[src/rtl/vocab_writer.sv]
// Vocabulary SRAM writer: accepts packed words over valid/ready and stores each
// as a null-terminated character string at consecutive SRAM addresses from 0.
module vocab_writer #(
  parameter int unsigned ADDR_WIDTH  = 4,
  parameter int unsigned WORD_LENGTH = 3,
  parameter int unsigned DATA_WIDTH  = 8
) (
  input  logic                                clk,
  input  logic                                rst,
  input  logic [WORD_LENGTH*DATA_WIDTH-1:0]   word,
  input  logic                                word_valid,
  output logic                                word_ready,
  output logic                                sram_cs,
  output logic                                sram_we,
  output logic [ADDR_WIDTH-1:0]               sram_addr,
  output logic [DATA_WIDTH-1:0]               sram_din,
  output logic [ADDR_WIDTH:0]                 fill,
  output logic [ADDR_WIDTH-1:0]               word_count,
  output logic                                full,
  output logic                                overflow
);

  localparam int unsigned DEPTH  = 2 ** ADDR_WIDTH;
  localparam int unsigned WORD_W = WORD_LENGTH * DATA_WIDTH;
  localparam int unsigned IDX_W  = (WORD_LENGTH > 1) ? $clog2(WORD_LENGTH) : 1;
  localparam int unsigned LEN_W  = $clog2(WORD_LENGTH + 1);
  localparam int unsigned FILL_W = ADDR_WIDTH + 1;
  localparam int unsigned SUM_W  = FILL_W + LEN_W;

  typedef enum logic [1:0] {
    IDLE  = 2'd0,
    WRITE = 2'd1,
    TERM  = 2'd2
  } state_e;

  state_e                  state_q, state_d;
  logic [WORD_W-1:0]       word_q, word_d;
  logic [LEN_W-1:0]        len_q, len_d;
  logic [IDX_W-1:0]        idx_q, idx_d;
  logic [FILL_W-1:0]       fill_q, fill_d;
  logic [ADDR_WIDTH-1:0]   count_q, count_d;
  logic                    overflow_q, overflow_d;

  logic [LEN_W-1:0]        len_c;
  logic                    stop_c;
  logic [SUM_W-1:0]        need_c;
  logic                    no_room_c;
  logic                    accept_c;
  logic [DATA_WIDTH-1:0]   char_c;

  // Word length: characters before the first zero, capped at WORD_LENGTH.
  always_comb begin
    len_c  = '0;
    stop_c = 1'b0;
    for (int i = 0; i < int'(WORD_LENGTH); i++) begin
      if (!stop_c && (word[i*DATA_WIDTH +: DATA_WIDTH] != '0)) begin
        len_c = LEN_W'(i + 1);
      end else begin
        stop_c = 1'b1;
      end
    end
  end

  // Select the character currently being written from the captured word.
  always_comb begin
    char_c = '0;
    for (int i = 0; i < int'(WORD_LENGTH); i++) begin
      if (idx_q == IDX_W'(i)) begin
        char_c = word_q[i*DATA_WIDTH +: DATA_WIDTH];
      end
    end
  end

  assign full       = (fill_q >= FILL_W'(DEPTH - 1));
  assign word_ready = (state_q == IDLE) && !full;
  assign accept_c   = word_valid && word_ready;
  assign need_c     = SUM_W'(fill_q) + SUM_W'(len_c) + SUM_W'(1);
  assign no_room_c  = (need_c > SUM_W'(DEPTH));

  assign fill       = fill_q;
  assign word_count = count_q;
  assign overflow   = overflow_q;

  // Next-state and SRAM port decode; the port depends on registered state only.
  always_comb begin
    state_d    = state_q;
    word_d     = word_q;
    len_d      = len_q;
    idx_d      = idx_q;
    fill_d     = fill_q;
    count_d    = count_q;
    overflow_d = 1'b0;
    sram_cs    = 1'b0;
    sram_we    = 1'b0;
    sram_addr  = '0;
    sram_din   = '0;

    case (state_q)
      IDLE: begin
        if (accept_c) begin
          word_d = word;
          len_d  = len_c;
          if (len_c == '0) begin
            state_d = IDLE;
          end else if (no_room_c) begin
            overflow_d = 1'b1;
          end else begin
            idx_d   = '0;
            state_d = WRITE;
          end
        end
      end
      WRITE: begin
        sram_cs   = 1'b1;
        sram_we   = 1'b1;
        sram_addr = fill_q[ADDR_WIDTH-1:0];
        sram_din  = char_c;
        fill_d    = fill_q + FILL_W'(1);
        idx_d     = idx_q + IDX_W'(1);
        if ((LEN_W'(idx_q) + LEN_W'(1)) == len_q) begin
          state_d = TERM;
        end
      end
      TERM: begin
        sram_cs   = 1'b1;
        sram_we   = 1'b1;
        sram_addr = fill_q[ADDR_WIDTH-1:0];
        sram_din  = '0;
        fill_d    = fill_q + FILL_W'(1);
        count_d   = count_q + ADDR_WIDTH'(1);
        state_d   = IDLE;
      end
      default: begin
        state_d = IDLE;
      end
    endcase
  end

  always_ff @(posedge clk) begin
    if (rst) begin
      state_q    <= IDLE;
      word_q     <= '0;
      len_q      <= '0;
      idx_q      <= '0;
      fill_q     <= '0;
      count_q    <= '0;
      overflow_q <= 1'b0;
    end else begin
      state_q    <= state_d;
      word_q     <= word_d;
      len_q      <= len_d;
      idx_q      <= idx_d;
      fill_q     <= fill_d;
      count_q    <= count_d;
      overflow_q <= overflow_d;
    end
  end

endmodule

[config.mk]
export PLATFORM = sky130hd
export DESIGN_NAME = vocab_writer
export DESIGN_NICKNAME = d
export VERILOG_FILES = /design/src/rtl/vocab_writer.sv
export SDC_FILE = /design/constraint.sdc
export NUM_CORES = 1
export LEC_CHECK = 0
export ABC_AREA = 0
export CORE_MARGIN = 2
export CORE_UTILIZATION = 40
export CTS_CLUSTER_SIZE = 28
export DETAILED_ROUTE_END_ITERATION = 10
export DONT_BUFFER_PORTS = 1
export HOLD_SLACK_MARGIN = 0.03
export PLACE_DENSITY = 0.52
export SETUP_SLACK_MARGIN = 0.15
export SLEW_MARGIN = 5
export SYNTH_ARGS = -nofsm -noshare
export SYNTH_HDL_FRONTEND = slang
export SYNTH_SLANG_ARGS = --single-unit
[constraint.sdc]
create_clock -name clk -period 6.1 [get_ports clk]
set_input_delay 0.61 -clock clk [delete_from_list [all_inputs] [get_ports clk]]
set_output_delay 0.61 -clock clk [all_outputs]
set_load 0.02 [all_outputs]
==> flow_summary.yaml <==
status:
  status: "finished, final reports clean"
global_route:
  gr-total-overflow: 0
  grt_use_met2: 0.2991
  grt_pass1_vias: 1774
  top_usage_layer: "met2"
  use_met1: 0.2162
  grt_max_degree: 42
  grtUsageTotal: 0.1797
  antenna_found_initial: 0
  grt_pass1_wl_microns: 8521
  use_met3: 0.05765
hold_path:
  hp-class: "input port to flop"
yosys:
  yosysWarningCount: 0
  synth_cells: 283
  yosysSeqAreaShare: 0.3778
  syn-num-nets: 322
  synth_area_sq_um: 2120
  avgSynthCellArea_sq_um: 7.490
  yosys.cell_types.count: 36
  yosys_register_bits: 40
sta:
  fin_tns_setup_ns: 0
  rsz0062_at_grt: "false"
  max_freq_mhz: 297.9
  hold_viol_final: 0
  slew_violations: 0
  period_share: 0.5503
  slew_headroom: 0.3575
  hold_slack_ns: 0.3801
  period_needed_ns: 3.357
  fin_skew_ns: 0.009605
  tightest_slew_ns: 0.9614
  setup_violations: 0
detailed_routing:
  drcViolationCount: 0
  via_per_inst: 5.276
  routed_wl_microns: 5087
  wl_per_cell_microns: 14.79
  vias: 1815
  first_iter_violations: 85
  antenna_left: 0
  dr.pass1.iters: 4
job:
  cap_violations: 0
cts:
  path_clk_slew_ns: 0.08
  clockRootBuffer: "clkbuf_8"
  cts_made_buffers: 5
  clkLatencyLatePin_ns: 0.30
  cts.path.max_buffers: 2
  clkSinkCount: 40
  cts_setup_buffers: 0
  cts_resized: 0
  htree_levels: 2
  cts_tree: "built"
  cts_hold_buf: 0
floorplanning:
  io_pins: 53
  dieArea_sq_um: 5897
  rows: 26
  die_y_microns: 76.80
  die_x_microns: 76.80
  design.core.area_sq_um: 5107
  initial_utilization: 0.4150
placement:
  place_congestion: 0.7446
  hpwl_microns: 3629
  io_buffers: 0
setup_path:
  slowest_delay_ns: 0.59
  arrival_ns: 3.59
  critPathSlowestCell: "or4b_1"
  endpoint_kind: "flop"
  worstPathRequired_ns: 6.33
  crit_type: "input port to flop"
  critPathMaxFanout: 5
  cp_cell_sequence: "or4_1, nor2_1, a31o_2, ha_1, fa_1, nand3b_1, a2111oi_2, or4b_1, a311oi_1, o2bb2ai_1"
  critPathTopFamily: "simple AND/OR/NAND/NOR gates"
  critPathLaunchType: "input port"
  cp_num_buf_inv: 0
  ff2ff_setup_slack_ns: 3.10
final_layout:
  final_layout_size_suffix_gt1_frac: 0.03650
  num-fill-cells: 563
  nets: 312
  final_util: 0.4397
  area_growth_pct: 5.962
  diodes: 0
power:
  powerDensity_nw_per_um2: 428.9
  total_power_uw: 963.3
  p_leak_nw: 0.8301
  power_frac_seq: 0.387
  clkPwrFrac: 0.222
  p_comb_frac: 0.391
  peakVddDrop_mv: 0.2615
  internal_power_uw: 567.1
  p_sw_uw: 396.3
  swShare: 0.4113
==> cell usage after synthesis, drive strengths merged <==
master / n / area, sq um
nand2b: 2 / 12.51
and2: 13 / 81.33
mux2i: 2 / 20.02
or3: 1 / 6.260
nand4b: 1 / 8.760
a31o: 1 / 8.760
a211oi: 1 / 7.510
o2111ai: 1 / 8.760
a2111oi: 1 / 15.01
nand4: 2 / 12.51
buf: 2 / 12.51
xnor2: 3 / 26.28
ha: 11 / 137.6
fa: 1 / 20.02
a21boi: 3 / 22.52
or4b: 2 / 20.02
xor2: 5 / 43.79
nor2b: 3 / 18.77
o31ai: 1 / 7.510
nor2: 21 / 78.83
a21oi: 39 / 195.2
clkbuf: 15 / 56.30
o2bb2ai: 2 / 17.52
and3: 3 / 18.77
inv: 8 / 30.03
a311oi: 1 / 8.760
or2: 1 / 6.260
or4: 2 / 15.01
nand2: 73 / 274.0
o21ai: 11 / 55.05
nand3b: 3 / 22.52
nor4: 5 / 31.28
nand3: 2 / 10.01
a221oi: 1 / 8.760
dfxtp: 40 / 800.8
==> stage by stage <==
step                cell area [sq um]  std cells  setup WS, ns
floorplan                        2120        283         2.720
global placement                 2138        336         2.502
detailed placement               2138        336         2.425
CTS                              2246        344         2.726
global route                     2246        344         2.571
finish                           2246        344         2.743
==> final cells by class <==
| type | instances | area (sq um) | area share |
|---|---|---|---|
| clock buffers | 6 | 72.57 | 0.03231 |
| clock inverters | 2 | 35.03 | 0.01560 |
| inverters | 8 | 30.03 | 0.01337 |
| multi-input cells | 218 | 1220 | 0.5432 |
| flip-flops and latches | 40 | 800.8 | 0.3565 |
| well taps | 70 | 87.58 | 0.03900 |
==> path summary, 6_finish.rpt <==
check | startpoint | end | cells past startpoint
min reg2reg | word_q[14] | word_q[14] | 2
max | word[0] | idx_q[1] | 10
max reg2reg | fill[0] | state_q[0] | 8
min | rst | word_q[21] | 1
==> cell usage in the layout, fill, tap and decap left out, types with 5 or more instances in the layout <==
master,instances
dfxtp_1,40
ha_1,11
o21ai_0,11
nand2_1,73
nor2_1,21
a21oi_1,39
xor2_1,5
clkbuf_8,5
inv_1,8
and2_1,13
nor4_1,5
==> worst reg2reg max path, cell delays in order, from the launching register on <==
cell and delay, ns:
dfxtp_1 0.45, ha_1 0.28, and3_1 0.18, ha_1 0.17
nor2_1 0.17, and3_1 0.24, nand2_1 0.57, or4b_1 0.72
a21oi_1 0.15
==> state kept, by name (all words and copies together) (netlist names) <==
| name | count |
|---|---|
| word_q | 24 |
| fill | 5 |
| word_count | 4 |
| idx_q | 2 |
| len_q | 2 |
| state_q | 2 |
| overflow | 1 |
==> logic make-up after synthesis <==
group | synth area share
and+or+nand+nor | 0.2910
AOI/OAI and AO/OA | 0.1677
DFF | 0.3778
buffers and inverters | 0.04663
adders and majority gates | 0.07438
xor gates and xnor gates | 0.03306
muxes | 0.009445
==> power by group through the flow <==
| stage | combinational (mW) | clock [mW] | sequential [mW] |
|---|---|---|---|
| 6_report | 0.377 | 0.214 | 0.373 |
| 5_1_grt | 0.432 | 0.230 | 0.381 |
| 4_1_cts | 0.382 | 0.219 | 0.373 |
| 3_5_place_dp | 0.381 | 0 | 0.380 |
| 3_3_place_gp | 0.379 | 0 | 0.379 |
| 2_1_floorplan | 0.330 | 0 | 0.367 |
==> routing by layer <==
layer / up-vias / share of wire
met5: - / 0
li1: 927 / -
met1: 836 / 0.45
met4: 0 / 0.014
met3: 6 / 0.067
met2: 46 / 0.47
Power figures use the tool's default switching activity.
